**src/rtl/counter_display_ctrl.sv**
```systemverilog
// counter_display_ctrl: run/pause/clear controller for a paced 3-digit BCD counter
// driving three registered seven-segment displays.
module counter_display_ctrl #(
    parameter int TICK_DIV      = 50_000_000,
    parameter bit BLANK_LEADING = 1'b1
) (
    input  logic        clk,
    input  logic        reset,
    input  logic        start_stop,
    input  logic        clear,
    input  logic        up_down,
    output logic [6:0]  hex0,
    output logic [6:0]  hex1,
    output logic [6:0]  hex2,
    output logic [11:0] count_bcd,
    output logic        running,
    output logic        wrap
);
    typedef enum logic [1:0] {IDLE, RUN, PAUSE} state_t;
    localparam int PW = $clog2(TICK_DIV);
    localparam logic [PW-1:0] LAST = PW'(TICK_DIV - 1);
    localparam logic [6:0] BLANK = 7'b1111111;
    localparam logic [6:0] ZERO  = 7'b1000000;
    localparam logic [6:0] LEAD  = BLANK_LEADING ? BLANK : ZERO;

    state_t state, state_nx;
    logic [1:0] ss_sync, cl_sync, ud_sync, live;
    logic ss_edge, cl_edge, ss_cmd, cl_cmd, tick, step, up, c0, c1, wrap_nx;
    logic [PW-1:0] presc, presc_nx;
    logic [3:0] d0, d1, d2;
    logic [11:0] count_nx;

    function automatic logic [6:0] seg(input logic [3:0] d);
        case (d)
            4'd0: seg = 7'b1000000;
            4'd1: seg = 7'b1111001;
            4'd2: seg = 7'b0100100;
            4'd3: seg = 7'b0110000;
            4'd4: seg = 7'b0011001;
            4'd5: seg = 7'b0010010;
            4'd6: seg = 7'b0000010;
            4'd7: seg = 7'b1111000;
            4'd8: seg = 7'b0000000;
            4'd9: seg = 7'b0010000;
            default: seg = BLANK;
        endcase
    endfunction

    function automatic logic [3:0] nxt(input logic [3:0] d, input logic u);
        nxt = u ? (d == 4'd9 ? 4'd0 : d + 4'd1) : (d == 4'd0 ? 4'd9 : d - 4'd1);
    endfunction

    assign {d2, d1, d0} = count_bcd;
    assign running = state == RUN;
    assign up      = ud_sync[1];
    assign ss_cmd  = ss_sync[1] & ~ss_edge;
    assign cl_cmd  = cl_sync[1] & ~cl_edge;
    assign tick    = state == RUN && presc == LAST;
    assign step    = tick & ~ss_cmd & ~cl_cmd;
    assign c0      = up ? d0 == 4'd9 : d0 == 4'd0;
    assign c1      = c0 && (up ? d1 == 4'd9 : d1 == 4'd0);
    assign wrap_nx = step && c1 && (up ? d2 == 4'd9 : d2 == 4'd0);

    always_comb begin
        state_nx = cl_cmd ? IDLE : ss_cmd ? (state == RUN ? PAUSE : RUN) : state;
        presc_nx = (cl_cmd || state == IDLE) ? '0 : state == RUN ? (tick ? '0 : presc + 1'b1) : presc;
        count_nx = cl_cmd ? 12'h000 :
                   step   ? {c1 ? nxt(d2, up) : d2, c0 ? nxt(d1, up) : d1, nxt(d0, up)} : count_bcd;
    end

    always_ff @(posedge clk) begin
        if (!reset) begin
            state     <= IDLE;
            presc     <= '0;
            count_bcd <= 12'h000;
            wrap      <= 1'b0;
            ss_sync   <= 2'b00;
            cl_sync   <= 2'b00;
            ud_sync   <= 2'b00;
            live      <= 2'b00;
            ss_edge   <= 1'b1;
            cl_edge   <= 1'b1;
            hex0      <= ZERO;
            hex1      <= LEAD;
            hex2      <= LEAD;
        end else begin
            state     <= state_nx;
            presc     <= presc_nx;
            count_bcd <= count_nx;
            wrap      <= wrap_nx;
            ss_sync   <= {ss_sync[0], start_stop};
            cl_sync   <= {cl_sync[0], clear};
            ud_sync   <= {ud_sync[0], up_down};
            live      <= {live[0], 1'b1};
            // Edge flops stay high until the synchronizers carry post-reset samples,
            // so an input already held high across reset never yields a command.
            ss_edge   <= live[1] ? ss_sync[1] : 1'b1;
            cl_edge   <= live[1] ? cl_sync[1] : 1'b1;
            hex0      <= seg(d0);
            hex1      <= (BLANK_LEADING && d2 == 4'd0 && d1 == 4'd0) ? BLANK : seg(d1);
            hex2      <= (BLANK_LEADING && d2 == 4'd0) ? BLANK : seg(d2);
        end
    end
endmodule
```
**config.mk**
```make
export PLATFORM = sky130hd
export DESIGN_NAME = counter_display_ctrl
export DESIGN_NICKNAME = d
export VERILOG_FILES = /design/src/rtl/counter_display_ctrl.sv
export SDC_FILE = /design/constraint.sdc
export NUM_CORES = 1
export LEC_CHECK = 0
export BUFFER_PORTS_ARGS = -buffer_cell sky130_fd_sc_hd__buf_2
export CAP_MARGIN = 15
export CORE_MARGIN = 2
export CORE_UTILIZATION = 35
export DETAILED_ROUTE_END_ITERATION = 10
export GPL_ROUTABILITY_DRIVEN = 0
export HOLD_SLACK_MARGIN = 0.08
export PLACE_DENSITY_LB_ADDON = 0.1
export SLEW_MARGIN = 20
export SYNTH_ARGS = -nofsm -noshare
export SYNTH_HDL_FRONTEND = slang
export SYNTH_SLANG_ARGS = --single-unit
```
**constraint.sdc**
```tcl
create_clock -name clk -period 3.1 [get_ports clk]
set_input_delay 0.62 -clock clk [delete_from_list [all_inputs] [get_ports clk]]
set_output_delay 0.62 -clock clk [all_outputs]
set_load 0.1 [all_outputs]
```
# --- Yosys cells after proc, flatten, opt, wreduce, memory -nomap -nowiden ---
# Memories as Yosys holds them, arrays and structs flattened. A register that Yosys moved wholly into a read port is not among the register bits.
# Cells that the tools add are included.
word_totals:
  word_cells: 70
  memories: 3
  rom_bits: 336
  reg_bits: 51
  input_bits: 5
op_classes:
  eq_ne: 5
  n_addsub: 7
  bitwise_logic: 9
  reduce_logical: 18
  mux: 15
mem_list:
  columns: ["name", "words", "word_bits", "rd", "rd_clocked_by_memory_dff", "write_ports", "line", "rtl"]
  rows:
  - ["(name not given)", 16, 7, 1, 1, 0, "34", "case (d)"]
  - ["(name not given)", 16, 7, 1, 1, 0, "34", null]
  - ["(name not given)", 16, 7, 1, 1, 0, "34", null]
op_table:
  columns: ["op", "n"]
  rows:
  - ["two-way mux 4 bit", 9]
  - ["adder 26 x 1 -> 26 bit, second input constant", 1]
  - ["equality test 26 bit, second input constant", 1]
  - ["two-way mux 26 bit", 1]
  - ["adder 4 x 1 -> 4 bit, second input constant", 3]
  - ["equality test 4 bit, second input constant", 3]
  - ["logical NOT 4 bit", 3]
  - ["subtractor 4 x 1 -> 4 bit, second input constant", 3]
  - ["OR reduction 2 bit", 4]
  - ["AND reduction 2 bit", 3]
  - ["logical AND 1 bit", 5]
  - ["inverter 1 bit", 5]
  - ["AND 1 bit", 4]
  - ["two-way mux 1 bit", 4]
  - ["equality test 2 x 1 -> 1 bit, second input constant", 1]
  - ["logical NOT 2 bit", 1]
  - ["two-way mux 2 bit", 1]
  - ["logical NOT 1 bit", 1]
  - ["logical OR 1 bit", 1]

# --- Longest topological paths before layout ---
logic_depth:
  depth_word: 7
  mapped_depth: 8
  mapped_depth_nobuf: 7

# --- Worst setup path after synthesis ---
# No wires, ideal clock.
synth_path:
  path_kind: "reg-to-reg"
  from: "register count_bcd[0]"
  to: "register count_bcd[8]"
  slack_ns: 0.261
  t_arrival_ns: 2.768
  path_stages_with_launch: 7
  period_less_slack_ns: 2.839
  cell_sequence: "dfxtp_1 -> ha_1 -> and4b_1 -> a31oi_1 -> or4_4 -> or4_1 -> a21oi_1"
synth_via:
  elab_chain_len: 4
  word_cells_on_any_way: 5
  classes_between: "eq/ne: 1; mux: 1; reduce/logical: 3"
synth_lines:
  columns: ["element", "line", "rtl"]
  rows:
  - ["from (decl)", "15", "output logic [11:0] count_bcd,"]
  - ["from (signal assigned)", "89", "count_bcd <= count_nx;"]
  - ["equality test 4 bit or logical NOT 4 bit (tied branches)", "60", "assign c0 = up ? d0 == 4'd9 : d0 == 4'd0;"]
  - ["two-way mux 1 bit (*)", "60", null]
  - ["logical AND 1 bit (*)", "61", "assign c1 = c0 && (up ? d1 == 4'd9 : d1 == 4'd0);"]
  - ["AND reduction 2 bit (no line) (*)", null, null]
# Every way passes the cells marked *; elsewhere a longest branch is shown, timed or not.
# A chain may end at the register's enable or synchronous reset.

# --- Worst setup path in the final report ---
layout_path:
  from: "register presc[9]"
  to: "register count_bcd[4]"
layout_via:
  elab_chain_len: 5
layout_lines:
  columns: ["element", "line", "rtl"]
  rows:
  - ["from (decl)", "29", "logic [PW-1:0] presc, presc_nx;"]
  - ["from (signal assigned)", "88", "presc <= presc_nx;"]
  - ["equality test 26 bit", "58", "assign tick = state == RUN && presc == LAST;"]
  - ["logical AND 1 bit", "58", null]
  - ["AND 1 bit (2 in a row)", "59", "assign step = tick & ~ss_cmd & ~cl_cmd;"]
  - ["AND reduction 2 bit (no line)", null, null]
# No other way between the ends.

==> impl_metrics.ini <==
[status]
status = finished, final reports clean

[global_route]
grt_use_total = 0.148
grt_max_degree = 25
antenna_found_initial = 0
grt_pass1_wl_um = 13400
grt_pass1_vias = 2850
grt_overflow = 0

[clocking]
postCtsSetupBuffers = 0
cts_root_buf = clkbuf_8
htree_num_levels = 3
clkSlewWorstSetupHoldPaths_ns = 0.07
postCtsHoldBufs = 0
cts_buffer_depth = 2
clock-sinks = 72
cts_tree = done
ctsResizeCount = 0
numCtsBuffers = 9
clk_latency_ns = 0.34

[setup_path]
cp_data_arrival_time_ns = 2.85
r2r_setup_slack_ns = 0.52
r2r_start = presc[9]$_SDFFE_PP0N_
crit_buf_inv = 0
timing.rr.end = count_bcd[4]$_SDFFE_PP0P_
crit_slowest_cell = or4_1
cp-end-kind = register
ff2ff_path_depth = 5
path_cells = or4b_4 -> nor3b_2 -> nand4_1 -> or4_1 -> a21oi_1
crit_fanout = 13
path_class = register to register
max_stage_delay_ns = 0.66
required_ns = 3.37
crit_family = simple AND/OR/NAND/NOR gates
critPathLaunchType = register

[drt]
drcViolationCount = 0
detail-route-antenna-nets = 0
via_count = 3012
detail_route.iter0.violations = 102
via_per_inst = 5.01
wl_per_cell_um = 12.8
wl_um = 7720
drt-pass1-iter-count = 4

[place]
io_buffer_count = 39
dp_hpwl_um = 5350
dp_cells = 585

[power]
powerDensity_nw_per_um2 = 454
swShare = 0.198
power_frac_comb = 0.017
pwr-share-seq = 0.500
clkPwrFrac = 0.483
vdd_drop_max_mv = 0.267
intPower_mw = 1.50
p_switching_uw = 369
p_leak_nw = 1.48

[synthesis]
yosysTopAreaCell = dfxtp_1
synth_ff_type = dfxtp_1
synthTopCellsByArea = dfxtp_1 (41%), ha_1 (6.4%), nor2_1 (6.1%)
synth.yosys.seq_area_share = 0.408
synth_seq_cells = 72
synthDistinctLibCells = 50
synth_edf_count = 0
synth_nets = 449
synth_top_area_share = 0.408
yosysWarnings = 0
async_flop_share = 0
synth_area_um2 = 3530
netlist_instances = 426
syn_avg_cell_area_um2 = 8.29

[floorplanning]
dieArea_um2 = 10900
rows = 36
coreArea_um2 = 9770
initial_core_util = 0.361
die_h_um = 104
fp.dieW_um = 104
num_io_pins = 40

[worst_hold_path]
min_delay_path_depth = 1
min-delay-start = live[1]$_SDFF_PN0_
min_path_type = register to register
hold_end = cl_edge$_SDFF_PN1_

[final_layout]
seq_area_um2 = 1440
nFillCells = 1035
diodes = 0
fin_cells = 601
drive_gt1_frac = 0.150
multi_input_area_um2 = 1960
nets = 486
syn2layout_area_growth_pct = 16.4

[timing]
tightest_slew_ns = 0.562
rsz0062_at_grt = false
slew_headroom = 0.624
fmax_mhz = 387
totalNegativeSetupSlack_ns = 0
fin_crit_sh = 0.834
drv_slew = 0
clock_skew_ns = 0.00925
hold_viol = 0
fin_crit_ns = 2.58
setup_viol = 0

[flow_run]
maxCapViolCount = 0
[layer usage]
| layer | track usage | vias up | wire, um |
|---|---|---|---|
| met5 | 0 | - | 0 |
| met3 | 0.0432 | 7 | 366 |
| met4 | 0.0502 | 0 | 81 |
| li1 | - | 1575 | - |
| met2 | 0.221 | 65 | 3260 |
| met1 | 0.204 | 1365 | 4020 |
[cells in the mapped netlist, types with 2 or more instances]
library cell / number
a21oi_1: 31
o32ai_1: 4
a21o_1: 2
a21boi_0: 3
a31oi_1: 4
nor3b_1: 2
and3_1: 3
or3_1: 5
clkbuf_1: 19
o21ai_0: 24
a2111oi_0: 2
a211oi_1: 4
dfxtp_1: 72
xor2_1: 17
xnor2_1: 4
and2_1: 14
mux2i_1: 2
nor2b_1: 4
or2_2: 4
inv_1: 14
a31o_2: 2
nor4b_1: 2
nand4_1: 15
and4_1: 2
nand3_1: 18
or4_1: 2
nor3_1: 8
nand2_1: 34
ha_1: 18
nor2_1: 57
nand3b_1: 6
o31ai_1: 5
nand2b_1: 5
nand4b_1: 2
[worst register-to-register path: cells and delay by family (launching register included)]
family | cells | cell delay [ns]
flops | 1 | 0.35
simple gates | 4 | 2.01
compound gates | 1 | 0.15
[placed cells by master, fill, tap and decap left out, types with 3 or more instances in the layout]
cell type | Yosys | layout
nand3b_1 | 6 | 6
o31ai_1 | 5 | 5
o32ai_1 | 4 | 4
bufinv_16 | 0 | 3
a211oi_1 | 4 | 4
dfxtp_1 | 72 | 72
xnor2_1 | 4 | 4
nand4_1 | 15 | 15
and3_1 | 3 | 3
clkbuf_8 | 0 | 10
nand2_1 | 34 | 34
nor3_1 | 8 | 8
and2_1 | 14 | 14
a31oi_1 | 4 | 4
buf_2 | 0 | 39
ha_1 | 18 | 18
o21ai_0 | 24 | 24
nand3_1 | 18 | 18
a21oi_1 | 31 | 31
nor2b_1 | 4 | 4
a21boi_0 | 3 | 3
or2_2 | 4 | 4
nor2_1 | 57 | 57
or3_1 | 5 | 5
nand2b_1 | 5 | 5
xor2_1 | 17 | 17
inv_1 | 14 | 14
buf_4 | 0 | 6
[registers in the layout (all words and copies together) (netlist names)]
register / flops
cl_edge: 1
cl_sync: 2
count_bcd: 12
hex0: 7
hex1: 7
hex2: 7
live: 2
presc: 26
ss_edge: 1
ss_sync: 2
state: 2
ud_sync: 2
wrap: 1
[power by group through the flow]
stage	logic, mW	clock network [mW]	registers, mW
2_1_floorplan	0.0229	0	0.954
3_3_place_gp	0.0316	0	0.955
3_5_place_dp	0.0318	0	0.955
4_1_cts	0.0318	0.932	0.934
5_1_grt	0.0354	0.968	0.934
6_report	0.0312	0.903	0.934
[cells by family after synthesis]
kind of cell,synth area share
and+or+nand+nor,0.281
muxes,0.00567
xor gates and xnor gates,0.0521
buffers and inverters,0.0351
AOI/OAI and AO/OA,0.153
adders and majority gates,0.0638
DFF,0.408
[metrics by stage]
stage / cell area (um^2) / worst slack (ns) / hold WS, ns / util / power, mW
floorplan: 3530 / 0.261 / 0.383 / - / 0.976
global placement: 3860 / 0.593 / 0.399 / 0.395 / 0.987
detailed placement: 3860 / 0.556 / 0.399 / 0.395 / 0.987
CTS: 4110 / 0.528 / 0.418 / 0.421 / 1.90
global route: 4110 / 0.393 / 0.443 / 0.421 / 1.94
finish: 4110 / 0.516 / 0.416 / 0.421 / 1.87
[worst max path at each step]
stage,startpoint,to,slack [ns],cells past startpoint
after floorplan,count_bcd[0]$_SDFFE_PP0P_,count_bcd[8]$_SDFFE_PP0P_,0.26,6
after global placement,presc[9]$_SDFFE_PP0N_,count_bcd[4]$_SDFFE_PP0P_,0.59,5
after detailed placement,presc[9]$_SDFFE_PP0N_,count_bcd[4]$_SDFFE_PP0P_,0.56,5
after CTS,presc[19]$_SDFFE_PP0N_,count_bcd[4]$_SDFFE_PP0P_,0.53,5
after global routing,presc[19]$_SDFFE_PP0N_,count_bcd[4]$_SDFFE_PP0P_,0.39,5
final,presc[9]$_SDFFE_PP0N_,count_bcd[4]$_SDFFE_PP0P_,0.52,5
[final cells by class]
type,count,share of cell area
Inverter,14,0.0128
Tap cell,133,0.0405
Clock inverter,5,0.0253
Clock buffer,11,0.0344
Timing Repair Buffer,45,0.0584
Multi-Input combinational cell,321,0.478
Sequential cell,72,0.351
Note: power is estimated with default switching activity, not from simulation.
